`src/rtl/muldiv_sequencer.sv`:
```
// RV32M multi-cycle multiply/divide unit with pipeline stall control.
// Shared shift-add multiplier / restoring divider, one iteration per clock.
module muldiv_sequencer #(
   parameter int unsigned WIDTH  = 32,
   parameter logic [4:0]  OP_MUL = 5'd11
) (
   input  logic             CLK,
   input  logic             RESET,
   input  logic             START,
   input  logic [4:0]       ALUOP,
   input  logic [WIDTH-1:0] OPERAND1,
   input  logic [WIDTH-1:0] OPERAND2,
   input  logic             ABORT,
   output logic             STALL,
   output logic             BUSY,
   output logic             DONE,
   output logic [WIDTH-1:0] RESULT
);

   localparam int unsigned CW = $clog2(WIDTH);
   localparam logic [CW-1:0] CNT_LAST = CW'(WIDTH - 1);
   localparam logic [WIDTH-1:0] MIN_NEG = {1'b1, {(WIDTH-1){1'b0}}};

   typedef enum logic [1:0] {S_IDLE, S_CALC, S_FIX, S_DONE} state_t;
   typedef enum logic [2:0] {
      OP_MULL, OP_MULH, OP_MULHSU, OP_MULHU, OP_DIV, OP_DIVU, OP_REM, OP_REMU
   } op_t;

   state_t                 state_q, state_d;
   op_t                    op_q, op_d;
   logic [CW-1:0]          cnt_q, cnt_d;
   logic                   neg_q, neg_d;
   logic                   spec_q, spec_d;
   logic [2*WIDTH-1:0]     x_q, x_d;
   logic [WIDTH-1:0]       y_q, y_d;
   logic [2*WIDTH-1:0]     acc_q, acc_d;
   logic [WIDTH-1:0]       result_q, result_d;

   logic [4:0]       op_off;
   logic             is_md;
   op_t              op_in;
   logic             s1, s2, neg_in, div0, ovf;
   logic [WIDTH-1:0] mag1, mag2, spec_val;
   logic [WIDTH:0]   rem_sh, trial;
   logic [2*WIDTH-1:0] prod_s;
   logic [WIDTH-1:0] quo_s, rem_s, fix_val;

   assign op_off = ALUOP - OP_MUL;
   assign is_md  = (ALUOP >= OP_MUL) && (op_off < 5'd8);
   assign op_in  = op_t'(op_off[2:0]);

   always_comb begin
      s1 = OPERAND1[WIDTH-1] &&
           (op_in inside {OP_MULL, OP_MULH, OP_MULHSU, OP_DIV, OP_REM});
      s2 = OPERAND2[WIDTH-1] && (op_in inside {OP_MULL, OP_MULH, OP_DIV, OP_REM});
      mag1 = s1 ? ('0 - OPERAND1) : OPERAND1;
      mag2 = s2 ? ('0 - OPERAND2) : OPERAND2;
      neg_in = (op_in == OP_REM) ? s1 : (s1 ^ s2);
      div0 = op_in[2] && (OPERAND2 == '0);
      ovf  = (op_in inside {OP_DIV, OP_REM}) && (OPERAND1 == MIN_NEG) && (OPERAND2 == '1);
      spec_val = '0;
      if (div0)
         spec_val = (op_in inside {OP_DIV, OP_DIVU}) ? '1 : OPERAND1;
      else if (op_in == OP_DIV)
         spec_val = MIN_NEG;
   end

   // Divide step: remainder lives in acc_q low half, dividend/quotient in x_q low half.
   assign rem_sh = {acc_q[WIDTH-1:0], x_q[WIDTH-1]};
   assign trial  = rem_sh - {1'b0, y_q};

   always_comb begin
      prod_s = neg_q ? ('0 - acc_q) : acc_q;
      quo_s  = neg_q ? ('0 - x_q[WIDTH-1:0]) : x_q[WIDTH-1:0];
      rem_s  = neg_q ? ('0 - acc_q[WIDTH-1:0]) : acc_q[WIDTH-1:0];
      if (!op_q[2])
         fix_val = (op_q == OP_MULL) ? prod_s[WIDTH-1:0] : prod_s[2*WIDTH-1:WIDTH];
      else
         fix_val = (op_q inside {OP_DIV, OP_DIVU}) ? quo_s : rem_s;
   end

   always_comb begin
      state_d  = state_q;
      op_d     = op_q;
      cnt_d    = cnt_q;
      neg_d    = neg_q;
      spec_d   = spec_q;
      x_d      = x_q;
      y_d      = y_q;
      acc_d    = acc_q;
      result_d = result_q;
      case (state_q)
         S_IDLE: begin
            if (START && is_md) begin
               op_d   = op_in;
               x_d    = {{WIDTH{1'b0}}, mag1};
               y_d    = mag2;
               cnt_d  = '0;
               neg_d  = neg_in;
               spec_d = div0 || ovf;
               // Special divides park their answer in acc and pass through FIX for one cycle.
               if (div0 || ovf) begin
                  acc_d   = {{WIDTH{1'b0}}, spec_val};
                  state_d = S_FIX;
               end else begin
                  acc_d   = '0;
                  state_d = S_CALC;
               end
            end
         end
         S_CALC: begin
            if (ABORT) begin
               state_d = S_IDLE;
            end else begin
               cnt_d = cnt_q + 1'b1;
               if (op_q[2]) begin
                  acc_d = {{WIDTH{1'b0}}, trial[WIDTH] ? rem_sh[WIDTH-1:0] : trial[WIDTH-1:0]};
                  x_d   = {x_q[2*WIDTH-2:0], ~trial[WIDTH]};
               end else begin
                  acc_d = acc_q + (y_q[0] ? x_q : '0);
                  x_d   = x_q << 1;
                  y_d   = y_q >> 1;
               end
               if (cnt_q == CNT_LAST)
                  state_d = S_FIX;
            end
         end
         S_FIX: begin
            if (ABORT) begin
               state_d = S_IDLE;
            end else begin
               result_d = spec_q ? acc_q[WIDTH-1:0] : fix_val;
               state_d  = S_DONE;
            end
         end
         S_DONE:  state_d = S_IDLE;
         default: state_d = S_IDLE;
      endcase
   end

   always_ff @(posedge CLK or posedge RESET) begin
      if (RESET) begin
         state_q  <= S_IDLE;
         op_q     <= OP_MULL;
         cnt_q    <= '0;
         neg_q    <= 1'b0;
         spec_q   <= 1'b0;
         x_q      <= '0;
         y_q      <= '0;
         acc_q    <= '0;
         result_q <= '0;
      end else begin
         state_q  <= state_d;
         op_q     <= op_d;
         cnt_q    <= cnt_d;
         neg_q    <= neg_d;
         spec_q   <= spec_d;
         x_q      <= x_d;
         y_q      <= y_d;
         acc_q    <= acc_d;
         result_q <= result_d;
      end
   end

   assign BUSY   = (state_q == S_CALC) || (state_q == S_FIX);
   assign DONE   = (state_q == S_DONE);
   assign STALL  = BUSY || (START && is_md);
   assign RESULT = result_q;

endmodule

```
`config.mk`:
```
export PLATFORM = sky130hd
export DESIGN_NAME = muldiv_sequencer
export DESIGN_NICKNAME = d
export VERILOG_FILES = /design/src/rtl/muldiv_sequencer.sv
export SDC_FILE = /design/constraint.sdc
export NUM_CORES = 1
export LEC_CHECK = 0
export ABC_AREA = 1
export CORE_MARGIN = 2
export CORE_UTILIZATION = 63
export DETAILED_ROUTE_END_ITERATION = 6
export PLACE_DENSITY = 0.9
export SETUP_SLACK_MARGIN = 0.5
export SLEW_MARGIN = 20
export SYNTH_ARGS = -nofsm -noshare
export SYNTH_HDL_FRONTEND = slang
export SYNTH_SLANG_ARGS = --single-unit
```
`constraint.sdc`:
```
create_clock -name CLK -period 9.03 [get_ports CLK]
set_input_delay 1.806 -clock CLK [delete_from_list [all_inputs] [get_ports CLK]]
set_output_delay 1.806 -clock CLK [all_outputs]
set_load 0.03 [all_outputs]
```
==> key figures <==
Clock tree
  – Count of hold-fix buffers inserted at cts: 0
  – Clock-pin slew reported for the worst setup and hold paths after clock tree synthesis: 0.06 ns
  – Clock sink count: 204
  – Clock latency reported for the late side of the worst-skew pair: 0.59 ns
  – Clock Path Buffers: 3
  – CTS tree: built
  – Post-CTS setup repair buffer count: 0
  – CTS Buf Count: 25
  – Resized Gates After CTS: 0
  – H-tree Lvls: 1
  – Clock Tree Root: sky130_fd_sc_hd__clkbuf_16

Logic synthesis
  – Sequential fraction of the synthesis area: 21.6%
  – Synthesized area per cell: 5.65 um2
  – Number of nets in the synthesized netlist: 4,375
  – Distinct cell type count of the synthesized netlist: 56
  – Count of yosys warnings during synthesis: 0
  – Asr flop ratio synth: 100%
  – Number of flops mapped to enable cells by yosys: 0
  – Number of flip-flops and latches in the synthesized netlist: 204
  – Cell area after technology mapping: 0.0237 mm2
  – Flip-flop cell with the highest count after synthesis: sky130_fd_sc_hd__dfrtp_1
  – Post-synthesis instance total: 4,189

Placement
  – Global placer's final weighted congestion: 1.13
  – Pre-CTS worst setup slack: 3.26 ns
  – Port Buf Inserts: 107
  – Half-perimeter wire length of the detailed placement result: 74.0 mm
  – Area after detailed placement: 0.0249 mm2

Critical path
  – Data required time at the worst endpoint: 7.22 ns
  – Crit path max-delay cell type: sky130_fd_sc_hd__clkdlybuf4s50_1
  – Crit. Startpoint: ALUOP[0]
  – Number of cells traversed by the worst register-to-register path: 19
  – Crit Path Max Fanout: 7
  – Data arrival time at the worst-slack endpoint: 3.96 ns
  – Critical R2R Capture: acc_q[19]
  – Critical-path cell list: clkdlybuf4s50_1, ha_1, inv_1, o211ai_2, nand2_1, nor2_1, nand2_2, nand2_1, clkdlybuf4s50_1
  – Flop-to-flop setup slack: 5.08 ns
  – Type of element launching the critical path: input pin
  – Critical path endpoint category: primary output
  – Type of the worst setup path: input pin to primary output
  – Delay-heaviest family, CP: buffers and inverters
  – Critical R2R Launch: x_q[31]
  – Worst stage delay on the critical path: 0.66 ns
  – CP Buf/Inv Count: 3

Detailed routing
  – Wire length per cell: 20.1 um
  – Via-to-Cell Ratio: 6.08
  – DR DRC count: 0
  – Via count of the routed design: 28,600
  – Drt first pass iters: 7
  – Residual antenna-violating net count after detailed routing: 0
  – Drt first-iter violations: 4,195
  – Wirelength, routed: 94.4 mm

Power
  – Power density relative to cell area: 346 mW/mm2
  – IR Drop Worst-Case VDD: 409 uV
  – Leakage power figure: 0.0137 uW

STA
  – Max Clock Freq: 173 MHz
  – Number of endpoints with negative hold slack in the final report: 0
  – Worst slew margin relative to its limit: 26.7%
  – Number of max-slew violations in the final report: 0
  – Post-Route Setup TNS: 0 ns
  – Tightest Pin Transition: 1.09 ns
  – Final period util: 63.8%
  – Final critical-path setup slack: 3.27 ns
  – Final hold slack: 0.475 ns
  – Clock period minus worst slack: 5.76 ns
  – Number of endpoints failing setup at the final stage: 0
  – Layout Skew: 0.0288 ns
  – RSZ-0062 raised after global routing: false

GRT
  – Number of global-route vias before repair: 25,800
  – First-pass GRT wire length: 144 mm
  – Aggregate global routing overflow: 0
  – Number of antenna violations at the first check in global routing: 2
  – Maximum number of pins on one net before global-route repair: 92
  – Tot GR Track Use: 47.9%

Finish
  – Layout overhead on the synthesized area: 8.66%
  – Fill cell total of the finished layout: 3,565
  – Area taken by multi-input logic gates: 0.0156 mm2
  – Net total in the final layout: 4,398
  – Ant. Diodes: 0
  – Share of layout cells above drive strength 1: 3.03%
  – Cell area after layout: 0.0257 mm2
  – Combined flip-flop and latch cell area: 0.00511 mm2

Floorplan
  – Floorplan row count: 71
  – Core ar.: 0.0373 mm2
  – Floorplan die width: 198 um
  – Overall die area: 0.0392 mm2
  – Die height: 198 um
  – Starting density of the core: 63.5%
  – Top-level port count: 108

Hold path
  – Hold Path Depth: 2
  – Hold-critical path endpoint: RESULT[30]
  – Start point of the worst hold path: RESULT[30]
  – Type of the most critical hold path: flop to flop

Flow run
  – Max-cap violations: 0

Run status
  – Outcome: finished clean
-- state kept, by name, summed over array words and instances (netlist names) --
| register | cells |
|---|---|
| RESULT | 32 |
| acc_q | 64 |
| cnt_q | 5 |
| neg_q | 1 |
| op_q | 3 |
| spec_q | 1 |
| state_q | 2 |
| x_q | 64 |
| y_q | 32 |
-- cell usage in the layout, fill, tap and decap left out, types with 9 or more instances in the layout --
cell and n:
sky130_fd_sc_hd__nand2_1 1355, sky130_fd_sc_hd__inv_1 633, sky130_fd_sc_hd__nor2_1 455, sky130_fd_sc_hd__nand3_1 338, sky130_fd_sc_hd__a21oi_1 284, sky130_fd_sc_hd__o21ai_0 252
sky130_fd_sc_hd__dfrtp_1 202, sky130_fd_sc_hd__ha_1 110, sky130_fd_sc_hd__clkdlybuf4s50_1 107, sky130_fd_sc_hd__xor2_1 61, sky130_fd_sc_hd__nand4_1 61, sky130_fd_sc_hd__o22ai_1 48
sky130_fd_sc_hd__o21ai_1 36, sky130_fd_sc_hd__nor3_1 33, sky130_fd_sc_hd__clkbuf_16 25, sky130_fd_sc_hd__xnor2_1 22, sky130_fd_sc_hd__o211ai_1 19, sky130_fd_sc_hd__buf_4 17
sky130_fd_sc_hd__o21bai_1 13, sky130_fd_sc_hd__nand3b_1 12, sky130_fd_sc_hd__nand2_2 11, sky130_fd_sc_hd__nor2_2 11, sky130_fd_sc_hd__a31oi_1 9
-- stage by stage --
| stage | std cells | total power [uW] | utilization [%] |
|---|---|---|---|
| after global placement | 4659 | 7490 | 66.8 |
| after detailed placement | 4659 | 7590 | 66.8 |
| after CTS | 4704 | 8640 | 69.0 |
| final | 4704 | 8910 | 69.0 |
| after floorplan | 4189 | 5840 | - |
| after global routing | 4704 | 9530 | 69.0 |
-- final cells by class --
class | instances | area share [%]
sequential | 204 | 19.9
clock inverter | 9 | 0.384
timing repair buffer | 124 | 4.66
tap | 474 | 2.31
inverter | 644 | 9.43
clock buffer | 36 | 2.79
multi-input combinational | 3213 | 60.6
-- cells by family (layout without fill, tap and decap cells) --
group	after synthesis	count (layout)	synth area share, %
buffers and inverters	772	813	12.7
DFF	204	204	21.6
AOI/OAI and AO/OA	696	696	15.9
muxes	1	1	0.0476
adders and majority gates	113	113	6.03
xor gates and xnor gates	83	83	3.07
and+or+nand+nor	2320	2320	40.7
-- layer usage --
| layer | routed length, um | GRT usage (%) | part of all wire [%] | vias to the layer above |
|---|---|---|---|---|
| li1 | - | - | - | 13400 |
| met4 | 5660 | 22.5 | 6.0 | 4 |
| met1 | 36200 | 63.3 | 38 | 12800 |
| met2 | 38000 | 70.4 | 40 | 1970 |
| met3 | 14500 | 16.0 | 15 | 400 |
| met5 | 26 | 0 | 0.028 | - |
-- synthesized netlist by cell type (all sizes together), types with 20 or more instances --
library cell | instances | area (um2)
o21ai | 296 | 1510
ha | 111 | 1390
nand4 | 61 | 382
nor3 | 35 | 191
nor2 | 473 | 1870
dfrtp | 204 | 5100
xnor2 | 22 | 193
clkbuf | 67 | 251
a21oi | 284 | 1420
nand3 | 343 | 1740
xor2 | 61 | 534
o211ai | 20 | 155
inv | 643 | 2420
nand2 | 1369 | 5190
o22ai | 48 | 300
buf | 61 | 335
-- worst reg2reg max path, stage by stage, from the launching register on --
cell	delay (ns)
sky130_fd_sc_hd__dfrtp_1	0.53
sky130_fd_sc_hd__inv_1	0.34
sky130_fd_sc_hd__ha_1	0.35
sky130_fd_sc_hd__fa_1	0.40
sky130_fd_sc_hd__inv_1	0.10
sky130_fd_sc_hd__nand3_1	0.08
sky130_fd_sc_hd__nand2_2	0.12
sky130_fd_sc_hd__nand2_1	0.07
sky130_fd_sc_hd__nand2_2	0.10
sky130_fd_sc_hd__nand2_1	0.07
sky130_fd_sc_hd__nand2_2	0.09
sky130_fd_sc_hd__nand2_2	0.07
sky130_fd_sc_hd__nand2_1	0.07
sky130_fd_sc_hd__nand2_2	0.39
sky130_fd_sc_hd__nand2_4	0.50
sky130_fd_sc_hd__nand2_1	0.18
sky130_fd_sc_hd__nand3_1	0.16
sky130_fd_sc_hd__nand2_1	0.09
sky130_fd_sc_hd__nand2_1	0.07
sky130_fd_sc_hd__nand2_1	0.05
-- how the worst max path moves through the flow --
| stage | depth (start not counted) | end | slack [ns] |
|---|---|---|---|
| 5_1_grt | 8 | STALL | 3.12 |
| 6_report | 9 | STALL | 3.27 |
| 3_5_place_dp | 9 | STALL | 3.26 |
| 3_3_place_gp | 9 | STALL | 3.28 |
| 4_1_cts | 9 | STALL | 3.25 |
| 2_1_floorplan | 1 | RESULT[0] | 1.66 |
-- report_power, final --
group | internal (uW) | total, uW | switching (uW)
Combinational | 1870 | 6140 | 4270
Clock | 584 | 1030 | 448
Sequential | 1230 | 1740 | 515
Total | 3680 | 8910 | 5230
(Power assumes the default switching activity.)
